[src/rtl/fft_reorder_buf_pkg.sv]
// fft_reorder_buf_pkg: shared sizes, field slices, flag type and bit-reverse helper.
package fft_reorder_buf_pkg;
  localparam int N = 8;
  localparam int LOG2N = 3;
  localparam int DW = 24;
  localparam int RE_MSB = DW - 1;
  localparam int RE_LSB = DW / 2;
  localparam int IM_MSB = DW / 2 - 1;
  localparam logic [DW/2-1:0] IM_MIN = {1'b1, {(DW/2-1){1'b0}}};
  localparam logic [DW/2-1:0] IM_MAX = ~IM_MIN;
  typedef enum logic {FREE, FULL} flag_e;
  function automatic logic [LOG2N-1:0] bitrev(input logic [LOG2N-1:0] a);
    logic [LOG2N-1:0] r;
    for (int i = 0; i < LOG2N; i++) r[i] = a[LOG2N-1-i];
    return r;
  endfunction
endpackage

[src/rtl/fft_reorder_bank.sv]
// fft_reorder_bank: N x DW register array, one sync write port, one async read port.
module fft_reorder_bank
  import fft_reorder_buf_pkg::*;
(
  input  logic             clk,
  input  logic             we_i,
  input  logic [LOG2N-1:0] waddr_i,
  input  logic [DW-1:0]    wdata_i,
  input  logic [LOG2N-1:0] raddr_i,
  output logic [DW-1:0]    rdata_o
);
  logic [DW-1:0] mem_q [N];
  always_ff @(posedge clk)
    if (we_i) mem_q[waddr_i] <= wdata_i;
  assign rdata_o = mem_q[raddr_i];
endmodule

[src/rtl/fft_reorder_buf.sv]
// fft_reorder_buf: ping-pong bit-reversed to natural order reorder; FFT_REORDER_CONJ_EN conjugates the output.
module fft_reorder_buf
  import fft_reorder_buf_pkg::*;
(
  input  logic          clk,
  input  logic          rst,
  input  logic          in_valid,
  output logic          in_ready,
  input  logic          in_first,
  input  logic [DW-1:0] in_data,
  output logic          out_valid,
  input  logic          out_ready,
  output logic          out_first,
  output logic          out_last,
  output logic [DW-1:0] out_data,
  output logic          frame_err
);
  logic             wbank_q, wbank_d, rbank_q, rbank_d, frame_err_q;
  logic [LOG2N-1:0] wcnt_q, wcnt_d, rcnt_q, rcnt_d, waddr;
  flag_e            flag_q [2];
  flag_e            flag_d [2];
  logic             accept, restart, wdone, xfer, rdone;
  logic [DW-1:0]    rd [2];
  logic [DW-1:0]    rword;
  always_comb begin
    accept  = in_valid && in_ready;
    restart = accept && in_first && wcnt_q != '0;
    wdone   = accept && !restart && wcnt_q == LOG2N'(N-1);
    xfer    = out_valid && out_ready;
    rdone   = xfer && rcnt_q == LOG2N'(N-1);
    waddr   = restart ? '0 : bitrev(wcnt_q);
    wcnt_d  = !accept ? wcnt_q : restart ? LOG2N'(1) : wcnt_q + 1'b1;
    rcnt_d  = xfer ? rcnt_q + 1'b1 : rcnt_q;
    wbank_d = wbank_q ^ wdone;
    rbank_d = rbank_q ^ rdone;
    for (int b = 0; b < 2; b++)
      flag_d[b] = (wdone && wbank_q == b[0]) ? FULL :
                  (rdone && rbank_q == b[0]) ? FREE : flag_q[b];
  end
  always_ff @(posedge clk)
    if (rst) begin
      wbank_q     <= 1'b0;
      rbank_q     <= 1'b0;
      wcnt_q      <= '0;
      rcnt_q      <= '0;
      flag_q[0]   <= FREE;
      flag_q[1]   <= FREE;
      frame_err_q <= 1'b0;
    end else begin
      wbank_q     <= wbank_d;
      rbank_q     <= rbank_d;
      wcnt_q      <= wcnt_d;
      rcnt_q      <= rcnt_d;
      flag_q[0]   <= flag_d[0];
      flag_q[1]   <= flag_d[1];
      frame_err_q <= restart;
    end
  for (genvar g = 0; g < 2; g++) begin : g_bank
    fft_reorder_bank u_bank (
      .clk     (clk),
      .we_i    (accept && wbank_q == 1'(g)),
      .waddr_i (waddr),
      .wdata_i (in_data),
      .raddr_i (rcnt_q),
      .rdata_o (rd[g])
    );
  end
  assign in_ready  = flag_q[wbank_q] == FREE;
  assign out_valid = flag_q[rbank_q] == FULL;
  assign out_first = out_valid && rcnt_q == '0;
  assign out_last  = out_valid && rcnt_q == LOG2N'(N-1);
  assign frame_err = frame_err_q;
  assign rword     = rd[rbank_q];
`ifdef FFT_REORDER_CONJ_EN
  logic [IM_MSB:0] im;
  always_comb begin
    im       = rword[IM_MSB:0];
    out_data = {rword[RE_MSB:RE_LSB], im == IM_MIN ? IM_MAX : -im};
  end
`else
  assign out_data = rword;
`endif
endmodule

[config.mk]
export PLATFORM = sky130hd
export DESIGN_NAME = fft_reorder_buf
export DESIGN_NICKNAME = d
export VERILOG_FILES = /design/src/rtl/fft_reorder_buf_pkg.sv /design/src/rtl/fft_reorder_bank.sv /design/src/rtl/fft_reorder_buf.sv
export SDC_FILE = /design/constraint.sdc
export NUM_CORES = 1
export LEC_CHECK = 0
export CAP_MARGIN = 5
export CORE_MARGIN = 2
export CORE_UTILIZATION = 25
export CTS_CLUSTER_SIZE = 30
export DETAILED_ROUTE_END_ITERATION = 7
export PLACE_DENSITY = 0.43
export REMOVE_ABC_BUFFERS = 1
export SYNTH_ARGS = -nofsm -noshare
export SYNTH_HDL_FRONTEND = slang
export SYNTH_SLANG_ARGS = --single-unit
export TNS_END_PERCENT = 1
[constraint.sdc]
create_clock -name clk -period 7.3 [get_ports clk]
set_input_delay 0.73 -clock clk [delete_from_list [all_inputs] [get_ports clk]]
set_output_delay 0.73 -clock clk [all_outputs]
set_load 0.05 [all_outputs]
==> flow_metrics.py, run 1 <==
metrics = {
    "timing": {
        "worstMarginPinSlew_ps": 1230,
        "slew_headroom": 0.178,
        "finalCriticalPeriod_ps": 4520,
        "fin_hold_ws_ps": 512,
        "fmax_ghz": 0.221,
        "hold_viol": 0,
        "min_period_over_period": 0.619,
        "rsz0062_at_grt": "no",
        "setup_viol": 0,
        "maxSlewViolCount": 0,
        "tns_ps": 0,
        "skew_ps": 15.1,
    },
    "drt": {
        "drtIter0Drc": 648,
        "drt-total-wl_um": 37200,
        "dr.pass1.iters": 5,
        "vias_per_cell": 4.47,
        "antenna_left": 0,
        "vias": 7194,
        "route.detailed.drc": 0,
        "wl_per_cell_um": 23.1,
    },
    "floorplan": {
        "ios": 58,
        "die_y_um": 251,
        "start_util": 0.253,
        "dieArea_sq_um": 63100,
        "fp.dieW_um": 251,
        "core_area_sq_um": 60400,
        "rows": 90,
    },
    "synthesis": {
        "syn-instance-count": 698,
        "synth-seq-cells": 398,
        "yosys-top-cells-area": "edfxtp_1 76%, mux4_2 11%, mux4_1 2.2%, a22oi_1 1.8%, dfxtp_1 1.6%",
        "synth_cell_types": 37,
        "yosys.cell_count.top_type": "edfxtp_1",
        "async_flop_share": 0,
        "avgSynthCellArea_sq_um": 21.9,
        "synth_top_cell_area_share": 0.758,
        "synthFlopType": "edfxtp_1",
        "yosysSeqAreaShare": 0.774,
        "synth.top_cells.by_count": "386 x edfxtp_1, 78 x mux4_2, 36 x a22oi_1",
        "synthesis.area_sq_um": 15300,
        "ys_warn_count": 0,
        "synth_area_leader_cell": "edfxtp_1",
        "synth-edff-count": 386,
    },
    "clocking": {
        "clockBufferDepth": 3,
        "cts_resized": 0,
        "cts.sinks": 398,
        "cts_tree": "yes",
        "h-tree-depth": 2,
        "root_buffer": "clkbuf_16",
        "post-cts-setup-buffers": 0,
        "postCtsHoldBufs": 0,
        "cts.clk_slew.worst_paths_ps": 50,
        "numCtsBuffers": 46,
        "clk_latency_ps": 570,
    },
    "final_layout": {
        "antenna_cells": 0,
        "nets": 831,
        "final_cells": 1610,
        "final_util": 0.306,
        "nFillCells": 5867,
        "area_delta_synth_final_pct": 20.8,
        "drive_gt1_frac": 0.237,
    },
    "global_routing": {
        "groute.usage.overall": 0.120,
        "grt_max_degree": 45,
        "grt_overflow_total": 0,
        "antenna_found_initial": 1,
        "grt_pass1_vias": 7686,
        "grt_pass1_wl_um": 54600,
    },
    "pwr": {
        "powerDensity_nw_per_um2": 280,
        "ir_drop_v": 0.000137,
        "total_power_w": 0.00517,
        "p_leak_nw": 5.62,
    },
    "worst_setup_path": {
        "critPathKind": "flop to output port",
        "worstSetupStartpointType": "flop",
        "crit_required_ps": 6570,
        "worstRegToRegCells": 6,
        "r2r-start": "wcnt_q[0]$_SDFFE_PP0N_",
        "rrSetupSlack_ps": 4390,
        "cp-end-kind": "output port",
        "crit_fanout": 43,
        "r2r-end": "g_bank[0].u_bank.mem_q[7][13]$_DFFE_PP_",
        "critical_path_arrival_ps": 3790,
    },
    "place": {
        "dp.final_hpwl_um": 19900,
        "port_buffers": 57,
        "place.gp.congestion": 0.675,
        "dp.cells": 1526,
    },
    "run": {
        "cap_viol_max_count": 0,
    },
    "hold_path": {
        "hold_path_end": "wcnt_q[1]$_SDFFE_PP0N_",
        "min_from": "wcnt_q[1]$_SDFFE_PP0N_",
        "holdPathStages": 2,
        "hold_class": "flop to flop",
    },
    "outcome": {
        "outcome": "finished clean",
    },
}
==> per-layer routing <==
| layer | vias up | track usage | wire length, um |
|---|---|---|---|
| met5 | - | 0 | 8 |
| met4 | 2 | 0.0359 | 755 |
| met3 | 49 | 0.0242 | 1640 |
| met2 | 140 | 0.191 | 17800 |
| met1 | 3871 | 0.165 | 17100 |
| li1 | 3132 | - | - |
==> state kept, by name, indices dropped and copies added (netlist names), named ones only <==
name / cells
flag_q: 2
wcnt_q: 3
frame_err: 1
rcnt_q: 3
g_bank.u_bank.mem_q: 384
wbank_q: 1
rbank_q: 1
==> per-stage QoR <==
stage | instance area, sq um | setup slack [ps]
5_1_grt | 18500 | 2480
4_1_cts | 18500 | 2620
3_5_place_dp | 16900 | 3240
2_1_floorplan | 15000 | 1490
6_report | 18500 | 2780
3_3_place_gp | 16900 | 3200
==> power by group <==
part,internal (W),leakage [nW],total (W),switching [W]
Sequential,0.00252,3.58,0.00254,0.0000132
Combinational,0.0000882,1.28,0.000229,0.000140
Clock,0.00148,0.757,0.00241,0.000932
Total,0.00409,5.62,0.00517,0.00109
==> final cells by class <==
class	instances	area (sq um)	share of cell area
clock buffers	55	1220	0.0659
clock inverters	29	368	0.0199
inverters	8	30.0	0.00163
multi-input cells	260	3310	0.179
flip-flops and latches	398	11800	0.641
well taps	782	978	0.0530
repair buffers	78	728	0.0394
==> worst max-delay path, cell delays in order (launching register included) <==
cell	delay, ps
dfxtp_4	940
buf_4	570
mux4_2	570
a22oi_1	220
nand2_1	130
clkdlybuf4s50_1	720
==> cells in the final DEF, fill, tap and decap left out, types with 3 or more instances in the layout <==
| cell | instances |
|---|---|
| clkbuf_16 | 47 |
| a22oi_1 | 36 |
| inv_6 | 3 |
| nand3_1 | 9 |
| clkbuf_1 | 7 |
| clkinvlp_4 | 5 |
| nor2_1 | 9 |
| buf_4 | 21 |
| clkinv_2 | 4 |
| a21oi_1 | 4 |
| a211oi_1 | 7 |
| dfxtp_1 | 10 |
| mux4_1 | 13 |
| bufinv_16 | 8 |
| and2_1 | 3 |
| nor2b_1 | 7 |
| mux4_2 | 78 |
| edfxtp_1 | 386 |
| nand2_1 | 27 |
| clkinv_1 | 8 |
| nor2_4 | 16 |
| mux2_2 | 6 |
| ha_1 | 10 |
| clkdlybuf4s50_1 | 57 |
| nor3_1 | 6 |
| and3_1 | 3 |
| a221o_1 | 5 |
| inv_1 | 7 |
| o22ai_1 | 5 |
==> worst max path at each step <==
| stage | endpoint | depth (start not counted) | from |
|---|---|---|---|
| 6_report | out_data[12] | 5 | flop |
| 5_1_grt | out_data[18] | 5 | flop |
| 4_1_cts | out_data[12] | 5 | flop |
| 3_5_place_dp | out_data[12] | 5 | flop |
| 3_3_place_gp | out_data[12] | 5 | flop |
| 2_1_floorplan | out_data[22] | 3 | flop |
==> kinds of logic (layout without fill, tap and decap cells) <==
family / Yosys count / count (layout) / synth area share
buf+inv: 40 / 170 / 0.0178
xor+xnor: 1 / 1 / 0.000573
compound gates: 60 / 60 / 0.0291
flops: 398 / 398 / 0.774
mux: 99 / 99 / 0.143
simple gates: 90 / 90 / 0.0271
fa+ha+maj: 10 / 10 / 0.00819
No activity file was read; power rests on OpenSTA's default activity.
==> run 2, diff against run 1 <==
Clock period 7.3 ns to 4.3 ns, I/O delays scaled along.
==> run 2 against run 1 <==
Wire length down 0.26%; largest power group unchanged; clock-buffer cell count is 2 higher; critical path type unchanged; register-to-register slack worse by 2800 ps.
==> flow_metrics.py, run 2 (synthesized netlist as in run 1, its figures left out) <==
metrics = {
    "hold_path": {
        "holdPathStages": 2,
        "hold_class": "flop to flop",
    },
    "clocking": {
        "cts.sinks": 398,
        "root_buffer": "clkbuf_16",
        "clk_latency_ps": 560,
        "postCtsHoldBufs": 0,
        "clockBufferDepth": 3,
        "cts_resized": 0,
        "post-cts-setup-buffers": 0,
        "h-tree-depth": 2,
        "cts.clk_slew.worst_paths_ps": 60,
        "numCtsBuffers": 44,
        "cts_tree": "yes",
    },
    "drt": {
        "wl_per_cell_um": 23.0,
        "antenna_left": 0,
        "vias": 7202,
        "drtIter0Drc": 580,
        "vias_per_cell": 4.46,
        "route.detailed.drc": 0,
        "drt-total-wl_um": 37100,
        "dr.pass1.iters": 4,
    },
    "timing": {
        "fmax_ghz": 0.260,
        "worstMarginPinSlew_ps": 777,
        "setup_viol": 0,
        "rsz0062_at_grt": "no",
        "finalCriticalPeriod_ps": 3840,
        "slew_headroom": 0.482,
        "fin_hold_ws_ps": 514,
        "hold_viol": 0,
        "fin_ws_ps": 460,
        "min_period_over_period": 0.893,
        "skew_ps": 15.5,
        "maxSlewViolCount": 0,
    },
    "floorplan": {
        "core_area_sq_um": 60400,
        "dieArea_sq_um": 63100,
        "start_util": 0.253,
        "fp.dieW_um": 251,
        "rows": 90,
        "ios": 58,
        "die_y_um": 251,
    },
    "final_layout": {
        "nets": 843,
        "final_cells": 1615,
        "multiInputGateArea_sq_um": 3310,
        "largest_register_ffs": 384,
        "final_util": 0.305,
        "mostFrequentLayoutCell": "edfxtp_1",
        "drive_gt1_frac": 0.239,
        "antenna_cells": 0,
        "register_area_sq_um": 11800,
        "reg_top3": "g_bank.u_bank.mem_q (384), rcnt_q (3), wcnt_q (3)",
        "top_register": "g_bank.u_bank.mem_q",
        "area_delta_synth_final_pct": 20.5,
        "final_cell_mix": "386 x edfxtp_1, 78 x mux4_2, 54 x clkdlybuf4s50_1, 45 x clkbuf_16, 36 x a22oi_1",
        "nFillCells": 5841,
    },
    "place": {
        "place.gp.congestion": 0.674,
        "dp.cells": 1540,
        "post-place-ws_ps": 931,
        "port_buffers": 57,
        "dp.final_hpwl_um": 20400,
    },
    "global_routing": {
        "grt_max_degree": 37,
        "grt_pass1_vias": 7681,
        "grt_pass1_wl_um": 54400,
        "groute.usage.overall": 0.119,
        "grt_overflow_total": 0,
        "antenna_found_initial": 2,
    },
    "worst_setup_path": {
        "crit_required_ps": 3870,
        "worstSetupStartpointType": "flop",
        "worstRegToRegCells": 7,
        "critical_path_arrival_ps": 3410,
        "crit_fanout": 36,
        "cp-end-kind": "output port",
        "critPathKind": "flop to output port",
    },
    "outcome": {
        "outcome": "finished clean",
    },
    "pwr": {
        "p_leak_nw": 5.61,
        "ir_drop_v": 0.000209,
        "powerDensity_nw_per_um2": 451,
    },
    "run": {
        "cap_viol_max_count": 0,
    },
}
==> run 2: changes by cell type in the layout (fill, tap and decap cells not counted) <==
cell and delta:
clkbuf_1 +5, buf_12 +6, clkbuf_16 -2, clkdlybuf4s50_1 -3, clkinvlp_4 -2, clkbuf_8 -1, clkinv_4 -2, bufinv_16 -4
inv_6 -3, buf_4 +11
==> run 2: layer usage <==
layer  wire length [um]  track usage
met4                622       0.0274
met1              17200        0.166
met5                 23            0
met3               1760       0.0280
met2              17600        0.189
==> run 2: worst max-delay path, cell delays in order (launching register included) <==
cell	delay (ps)
dfxtp_4	840
buf_4	370
mux4_2	530
a22oi_1	220
nand2_1	140
clkdlybuf4s50_1	730
==> run 2: final cells by class <==
| cell class | count | share of cell area |
|---|---|---|
| Tap cell | 782 | 0.0531 |
| Multi-Input combinational cell | 260 | 0.180 |
| Inverter | 8 | 0.00163 |
| Clock buffer | 57 | 0.0636 |
| Sequential cell | 398 | 0.643 |
| Timing Repair Buffer | 92 | 0.0489 |
| Clock inverter | 18 | 0.0103 |
==> run 2: final timing paths <==
check                          from                                 endpoint  slack (ps)
max                            flop                             out_data[12]         460
min          wcnt_q[1]$_SDFFE_PP0N_                   wcnt_q[1]$_SDFFE_PP0N_         510
max reg2reg  wcnt_q[0]$_SDFFE_PP0N_  g_bank[1].u_bank.mem_q[2][18]$_DFFE_PP_        1580
min reg2reg  wcnt_q[1]$_SDFFE_PP0N_                   wcnt_q[1]$_SDFFE_PP0N_         510
==> run 2: metrics by stage <==
| step | TNS (ps) | area, sq um | power, W |
|---|---|---|---|
| detailed placement | 0 | 17100 | 0.00479 |
| CTS | 0 | 18400 | 0.00843 |
| floorplan | -15370 | 15000 | 0.00460 |
| finish | 0 | 18400 | 0.00830 |
| global placement | 0 | 17100 | 0.00479 |
| global route | 0 | 18400 | 0.00858 |
==> run 2: where the power goes <==
| part | internal [W] | switching [W] |
|---|---|---|
| registers | 0.00428 | 0.0000196 |
| logic | 0.000153 | 0.000241 |
| clock network | 0.00215 | 0.00146 |
| total | 0.00658 | 0.00172 |
==> run 3, diff against run 2 <==
Settings changed: GPL_TIMING_DRIVEN from default to 0, SYNTH_HIERARCHICAL from default to 1.
==> run 3 against run 2 <==
Combinational power rose by 2%; synthesized cell count fell by 2.7%; clock-buffer cell count fell by 5; power rose by 0.10%; hold slack improved by 19 ps; cell area rose by 3.6%; register-to-register slack got worse by 150 ps; critical endpoint is now out_data[16]; largest power group unchanged.
==> flow_metrics.py, run 3 <==
metrics = {
    "timing": {
        "tns_ps": 0,
        "hold_viol": 0,
        "setup_viol": 0,
        "finalCriticalPeriod_ps": 4020,
        "slew_headroom": 0.340,
        "fin_ws_ps": 279,
        "skew_ps": 16.8,
        "maxSlewViolCount": 0,
        "fin_hold_ws_ps": 532,
        "rsz0062_at_grt": "no",
        "worstMarginPinSlew_ps": 985,
        "min_period_over_period": 0.935,
        "fmax_ghz": 0.249,
    },
    "drt": {
        "wl_per_cell_um": 21.5,
        "vias_per_cell": 4.21,
        "drt-total-wl_um": 35500,
        "drtIter0Drc": 376,
        "antenna_left": 0,
        "route.detailed.drc": 0,
        "vias": 6957,
        "dr.pass1.iters": 4,
    },
    "final_layout": {
        "area_delta_synth_final_pct": 22.3,
        "largest_register_ffs": 384,
        "drive_gt1_frac": 0.349,
        "final_util": 0.309,
        "register_area_sq_um": 11800,
        "reg_top3": "g_bank.u_bank/mem_q (384), rcnt_q (3), wcnt_q (3)",
        "final_cells": 1653,
        "multiInputGateArea_sq_um": 3690,
        "antenna_cells": 0,
        "nFillCells": 5957,
        "top_register": "g_bank.u_bank/mem_q",
        "final_cell_mix": "386 x edfxtp_1, 96 x mux4_2, 57 x clkdlybuf4s50_1, 45 x mux2_2, 43 x clkbuf_16",
        "nets": 822,
        "mostFrequentLayoutCell": "edfxtp_1",
    },
    "synthesis": {
        "avgSynthCellArea_sq_um": 23.0,
        "synth-seq-cells": 395,
        "synth_compound_area_frac": 0.00729,
        "syn-instance-count": 679,
        "synth_cell_types": 33,
        "synthMuxAreaShare": 0.199,
        "synthesis.area_sq_um": 15600,
        "ys_warn_count": 6,
        "yosys.cell_count.top_type": "edfxtp_1",
        "synthFlopType": "edfxtp_1",
        "synth_top_cell_area_share": 0.742,
        "synthXorXnorAreaFrac": 0,
        "synth_adder_area_share": 0.00801,
        "synth-edff-count": 386,
        "async_flop_share": 0,
        "synth_top_family_by_area": "multiplexers",
        "synth.top_cells.by_count": "386 x edfxtp_1, 96 x mux4_2, 45 x mux2_2",
        "yosysSeqAreaShare": 0.754,
        "synthSimpleGateAreaFrac": 0.0150,
        "synth_area_leader_cell": "edfxtp_1",
        "yosys-top-cells-area": "edfxtp_1 74%, mux4_2 14%, mux2_2 3.2%, mux2_4 2.7%, dfxtp_1 1.2%",
    },
    "floorplan": {
        "fp.dieW_um": 254,
        "start_util": 0.253,
        "die_y_um": 254,
        "rows": 91,
        "core_area_sq_um": 61700,
        "dieArea_sq_um": 64500,
        "ios": 58,
    },
    "place": {
        "post-place-ws_ps": 533,
        "dp.final_hpwl_um": 21600,
        "port_buffers": 57,
        "place.gp.congestion": 0.655,
        "dp.cells": 1574,
    },
    "pwr": {
        "powerDensity_nw_per_um2": 435,
        "p_int_w": 0.00663,
        "pwr-share-seq": 0.513,
        "pwr-share-comb": 0.048,
        "power_switching_w": 0.00168,
        "p_leak_nw": 5.79,
        "pwr-share-clk": 0.438,
        "sw_frac_of_total": 0.203,
        "ir_drop_v": 0.000277,
    },
    "clocking": {
        "post-cts-setup-buffers": 0,
        "root_buffer": "clkbuf_16",
        "clk_latency_ps": 550,
        "cts_resized": 0,
        "postCtsHoldBufs": 0,
        "clockBufferDepth": 3,
        "cts.sinks": 395,
        "cts_tree": "yes",
        "h-tree-depth": 2,
        "cts.clk_slew.worst_paths_ps": 60,
        "numCtsBuffers": 43,
    },
    "worst_setup_path": {
        "critical_path_arrival_ps": 3590,
        "r2r-start": "wcnt_q[0]$_SDFFE_PP0N_",
        "crit_required_ps": 3870,
        "crit_fanout": 31,
        "worstSetupStartpointType": "flop",
        "worstRegToRegCells": 8,
        "critPathKind": "flop to output port",
        "critPathLaunch": "rcnt_q[0]$_SDFFE_PP0P_",
        "cp-end-kind": "output port",
    },
    "global_routing": {
        "grt_overflow_total": 0,
        "grt_max_degree": 53,
        "antenna_found_initial": 1,
        "grt_pass1_vias": 7541,
        "grt_pass1_wl_um": 51500,
        "groute.usage.overall": 0.112,
    },
    "hold_path": {
        "hold_class": "flop to flop",
        "min_from": "wcnt_q[2]$_SDFFE_PP0N_",
        "holdPathStages": 2,
    },
    "run": {
        "cap_viol_max_count": 0,
    },
    "outcome": {
        "outcome": "finished clean",
    },
}
==> run 3: worst paths after layout <==
kind,endpoint,slack (ps)
setup / recovery,out_data[16],280
setup reg to reg,g_bank[0].u_bank/mem_q[4][14]$_DFFE_PP_,1430
hold / removal,wcnt_q[2]$_SDFFE_PP0N_,530
hold reg to reg,wcnt_q[2]$_SDFFE_PP0N_,530
==> run 3: power by group through the flow <==
stage / clock network, W / logic (W) / registers [W]
finish: 0.00364 / 0.000402 / 0.00427
floorplan: 0 / 0.000224 / 0.00436
detailed placement: 0 / 0.000412 / 0.00435
CTS: 0.00375 / 0.000414 / 0.00427
global route: 0.00389 / 0.000433 / 0.00427
global placement: 0 / 0.000383 / 0.00438
==> run 3: final cells by class <==
cell class	instances	area share
multi-input combinational	243	0.193
clock buffer	52	0.0581
timing repair buffer	89	0.0593
clock inverter	26	0.0148
sequential	395	0.617
inverter	11	0.00243
tap	837	0.0549
==> run 3: cell families after synthesis <==
family,count (synthesis)
adders and majority gates,10
DFF,395
and+or+nand+nor,46
buffers and inverters,41
muxes,170
AOI/OAI and AO/OA,17
==> run 3: per-layer routing <==
layer | global-route usage | up-vias | part of all wire
li1 | - | 3061 | -
met3 | 0.0213 | 41 | 0.041
met4 | 0.0324 | 2 | 0.017
met2 | 0.198 | 106 | 0.52
met5 | 0 | - | 0.00028
met1 | 0.138 | 3747 | 0.42
==> run 3: worst max-delay path, stage by stage, from the launching register on <==
cell             delay, ps
dfxtp_4                620
buf_16                 280
buf_16                 280
mux4_2                 550
mux2_4                 270
mux2_2                 270
clkdlybuf4s50_1        700
==> run 3: through the flow <==
step                area, sq um  power [W]
floorplan                 15400    0.00459
global placement          17000    0.00476
detailed placement        17700    0.00476
CTS                       19100    0.00844
global route              19100    0.00859
finish                    19100    0.00831
==> edit 1 (settings of run 3) <==
The option `FFT_REORDER_CONJ_EN` is turned on by a define.
--- a/src/rtl/fft_reorder_buf.sv
+++ b/src/rtl/fft_reorder_buf.sv
@@ -1,4 +1,6 @@
 // fft_reorder_buf: ping-pong bit-reversed to natural order reorder; FFT_REORDER_CONJ_EN conjugates the output.
+`define FFT_REORDER_CONJ_EN
+
 module fft_reorder_buf
   import fft_reorder_buf_pkg::*;
 (
Check against the original RTL: not equivalent (Yosys sat finds a counterexample within 4 cycles, from zero or initial values and one cycle with rst high).
==> edit 1 against run 3 <==
  * Final cell count up 5.3%
  * Combinational power grew 31%
  * Clock power fell by 1%
  * Power increased by 0.88%
  * Worst setup slack worse by 0.13 ns
  * Routed wire length grew 4.1%
  * Sequential cell count did not move
  * Cell area up 3.6%
  * Synthesized area increased by 1.9%
  * Via count is 7.1% higher
  * Non-clock buffer count grew 30
==> edit 1: results (changes against run 3) <==
| Metric | Value |
|---|---|
| Status | complete, no violations |
| Layout cells sized above 1 | 35.6% (+0.72 points) |
| DR pass1 iterations | 6 (+2) |
| Area contributors post-synth | edfxtp_1 (73%), mux4_2 (14%), mux2_2 (2.5%), mux2_4 (2.5%), dfxtp_1 (1.1%) |
| Synth top cells by count | edfxtp_1 (386), mux4_2 (96), mux2_2 (36) |
| Slew of the pin with the lowest slew margin | 0.883 ns (-0.102 ns) |
| Reg2reg setup slack | 1.08 ns (-0.35 ns) |
| Vias in the first global route | 7884 (+4.5%) |
| Met1 Wirelength | 16.9 mm (+12%) |
| M1 GR Usage | 14.7% (+0.88 points) |
| Nets@finish | 902 (+9.7%) |
| CP delay by family, top | multiplexers |
| Terminus of the critical flop-to-flop path | g_bank[1].u_bank/mem_q[3][11] |
| Initial DRC count | 466 (+24%) |
| Max IR drop VDD | 0.000249 V (-9.9%) |
| Slowest CP cell | mux4_2 |
| Xor-xnor portion of the synthesized cell area | 0.330% (+0.33 points) |
| Worst setup path endpoint | out_data[10] |
| Wire length on met3 | 1.41 mm (-2.0%) |
| Tot GR Track Use | 11.0% (-0.17 points) |
| First-pass GRT wire length | 53.4 mm (+3.7%) |
| Final Non-Filler Cells | 1741 (+5.3%) |
| Initial antenna violation count | 0 (-1) |
| Worst R2R Path Depth | 9 (+1) |
| Share of the synthesized area in compound gates (AO/OA/AOI/OAI) | 0.794% (+0.065 points) |
| Seq. pwr | 4.26 mW (about the same) |
| Sw frac | 21.1% (+0.83 points) |
| Total Routed Length | 36.9 mm (+4.1%) |
-- edit 1: tightest hold or removal path, stage by stage, from the launching register on --
cell and delay (ns):
dfxtp_1 0.32, nand2_1 0.06, a21oi_1 0.05
-- edit 1: worst min path at each step --
stage / startpoint / end / cells after the start / slack [ns]
after CTS: wcnt_q[1] / wcnt_q[1] / 2 / 0.48
after global routing: wcnt_q[1] / wcnt_q[1] / 2 / 0.53
after detailed placement: wcnt_q[1] / wcnt_q[1] / 2 / 0.48
after floorplan: wcnt_q[1] / wcnt_q[1] / 2 / 0.44
after global placement: wcnt_q[1] / wcnt_q[1] / 2 / 0.48
final: wcnt_q[1] / wcnt_q[1] / 2 / 0.48
-- edit 1: cell families (layout without fill, tap and decap cells) --
group / after synthesis / after routing
flip-flops: 395 / 395
multiplexers: 172 / 172
AND/OR/NAND/NOR: 89 / 89
buffers and inverters: 38 / 204
AO/OA/AOI/OAI: 18 / 18
adder cells (fa/ha/maj): 11 / 11
XOR/XNOR: 6 / 6
-- edit 1: what timing repair did --
item	CTS	global route
cloned	3	2
setup buffers	6	20
resized for setup	48	10
pin swaps	2	2
endpoints found under the setup margin	15	7
-- edit 1: area by class of cell --
class | instances | area, sq um
Clock buffer | 49 | 1100
Clock inverter | 29 | 269
Fill cell | 6040 | 43200
Inverter | 7 | 26.3
Multi-Input combinational cell | 296 | 4010
Sequential cell | 395 | 11800
Tap cell | 846 | 1060
Timing Repair Buffer | 119 | 1540
-- edit 1: stage by stage --
step                utilization, %  setup slack [ns]  hold slack, ns  setup TNS [ns]
floorplan                        -             -2.88           0.443          -55.05
global placement              27.5             -5.93           0.476         -510.36
detailed placement            28.7             -1.09           0.475           -8.77
CTS                           31.1          -0.00714           0.483         -0.0136
global route                  31.4           -0.0168           0.527         -0.0188
finish                        31.4             0.146           0.479               0
==> edit 2 (config.mk and constraints of run 3) <==
Made on the original files. Register the output `frame_err` once more, with the module's reset; this adds one clock of latency there. The other outputs are not delayed to match.
--- a/src/rtl/fft_reorder_buf.sv
+++ b/src/rtl/fft_reorder_buf.sv
@@ -69,7 +69,13 @@
   assign out_valid = flag_q[rbank_q] == FULL;
   assign out_first = out_valid && rcnt_q == '0;
   assign out_last  = out_valid && rcnt_q == LOG2N'(N-1);
-  assign frame_err = frame_err_q;
+  always_ff @(posedge clk) begin
+    if (rst) begin
+      frame_err <= '0;
+    end else begin
+      frame_err <= frame_err_q;
+    end
+  end
   assign rword     = rd[rbank_q];
 `ifdef FFT_REORDER_CONJ_EN
   logic [IM_MSB:0] im;
Check against the original RTL: not equivalent (a bounded check fails within 4 cycles, from zero or initial values and one cycle with rst high).
==> edit 2 against run 3 <==
  * Power shrank 2.5%
  * Routed wire length shrank 0.54%
  * Sequential cell count grew 1
  * Worst setup slack lost 0.00056 ns
  * Clock skew grew 0.0056 ns
  * Sequential share of layout area grew 0.20 points
  * Synthesized area grew 0.17%
  * Sequential power is essentially flat
  * Die area grew 0.17%
  * Final cell count shrank 0.24%
  * Cell area shrank 0.15%
  * Combinational power grew 1%
  * Critical path type unchanged
==> edit 2: results (changes against run 3) <==
| Metric | Value |
|---|---|
| Slowest stage delay, CP | 0.72 ns (+0.02 ns) |
| Nets@finish | 822 (unchanged) |
| Layout cells sized above 1 | 35.3% (+0.42 points) |
| # fillers | 5882 (-1.3%) |
| Routed vias/inst | 4.20 (-0.10%) |
| DR pass1 iterations | 4 (unchanged) |
| H-tree Lvls | 2 (unchanged) |
| R2r startpoint | flag_q[0] |
| CP delay by family, top | buffers and inverters |
| CTS clk-pin slew, worst paths | 0.07 ns |
| Yosys warns | 6 (unchanged) |
| Main synth FF type | edfxtp_1 |
| Post-synth EDFFs | 386 (unchanged) |
| Largest net degree at the start of global routing | 52 (-1.9%) |
| Max-slew violation count | 0 (unchanged) |
| Largest registers | g_bank.u_bank/mem_q x384, rcnt_q x3, wcnt_q x3 |
| Area contributors post-synth | edfxtp_1 (74%), mux4_2 (14%), mux2_2 (3.2%), mux2_4 (2.7%), dfxtp_1 (1.3%) |
| First-pass GRT wire length | 52.0 mm (+0.96%) |
| Worst setup margin | 0.278 ns (-0.000560 ns) |
| Post-DP HPWL | 21.5 mm (about the same) |
| Initial DRC count | 392 (+4.3%) |
| Clock Root Buffer | clkbuf_16 |
| Seq/Total Area, Yosys | 75.4% (about the same) |
| Final GP Congestion | 0.663 (+1.3%) |
| Hold_sp | frame_err_q |
| Post-synth cell types | 33 (unchanged) |
| Slowest CP cell | clkdlybuf4s50_1 |
| Initial antenna violation count | 2 (+1) |
| Clock buffer depth | 3 (unchanged) |
| Antenna cells | 0 (unchanged) |
| Worst-path maximum fanout | 38 (+23%) |
| Synth top cells by count | edfxtp_1 (386), mux4_2 (96), mux2_2 (45) |
| Cts repair resizes | 0 (unchanged) |
| HP Class | register to register |
| Post-CTS setup buffer count | 1 (+1) |
| Status | complete, no violations |
| Reg2reg setup slack | 1.01 ns (-0.42 ns) |
| Number of buffers created by CTS | 42 (-2.3%) |
| Vias in the first global route | 7582 (+0.54%) |
| Leakage | 5.78 nW (-0.21%) |
| Total Routed Length | 35.3 mm (-0.54%) |
| Clock Skew | 0.0224 ns (+0.00560 ns) |
| Relative slew slack | 13.2% (-21 points) |
| Hold_ws | 0.439 ns (-0.0932 ns) |
| Tot GR Track Use | 11.1% (-0.035 points) |
| Pre-CTS setup slack | 0.327 ns (-0.206 ns) |
| Startpoint types | register |
| Max IR drop VDD | 0.000264 V (-4.6%) |
| I/O Buffers | 57 (unchanged) |
-- edit 2: worst register-to-register path, stage by stage, from the launching register on --
cell and delay, ns:
edfxtp_1 0.42, mux2_4 0.22, nor2_1 0.05, a21boi_0 1.00, nand2_1 0.36, nor2_4 0.68, buf_16 0.24
-- edit 2: layout make-up --
| cell class | instances | area [sq um] | area share, % |
|---|---|---|---|
| Sequential cell | 396 | 11800 | 61.9 |
| Multi-Input combinational cell | 244 | 3690 | 19.4 |
| Timing Repair Buffer | 88 | 1180 | 6.19 |
| Clock buffer | 52 | 1110 | 5.82 |
| Tap cell | 837 | 1050 | 5.49 |
| Clock inverter | 21 | 179 | 0.939 |
| Inverter | 11 | 46.3 | 0.243 |
-- edit 2: metal layers --
metal  track usage (%)  vias to the layer above  routed length, microns
li1                  -                     3048                       -
met1              14.3                     3731                   15600
met2              19.1                       98                   17700
met3              2.22                       52                    1260
met4              3.21                        4                     690
met5                 0                        -                      22
-- edit 2: path summary, 6_finish.rpt --
kind | depth (start not counted) | to
worst max-delay path | 6 | out_data[0]
worst min-delay path | 1 | frame_err
worst max register to register | 6 | g_bank[0].u_bank/mem_q[3][10]
worst min register to register | 1 | frame_err
-- edit 2: logic make-up (layout without fill, tap and decap cells) --
group | after synthesis | in the layout | share of synthesized area (%)
buffers and inverters | 41 | 172 | 1.70
DFF | 396 | 396 | 75.4
adders and majority gates | 10 | 10 | 0.800
AOI/OAI and AO/OA | 17 | 17 | 0.728
muxes | 170 | 170 | 19.8
and+or+nand+nor | 47 | 47 | 1.54
-- edit 2: per-stage QoR --
step / std cells / setup TNS [ns] / area [sq um] / utilization, %
floorplan: 651 / -42.42 / 15400 / -
global placement: 1545 / -586.33 / 17000 / 27.6
detailed placement: 1574 / 0 / 17700 / 28.7
CTS: 1648 / 0 / 19000 / 30.8
global route: 1649 / 0 / 19100 / 30.8
finish: 1649 / 0 / 19100 / 30.8
-- edit 2: power by group --
group | internal, mW | switching, mW
clock | 1.96 | 1.47
sequential | 4.26 | 0.0124
combinational | 0.180 | 0.226
total | 6.40 | 1.70
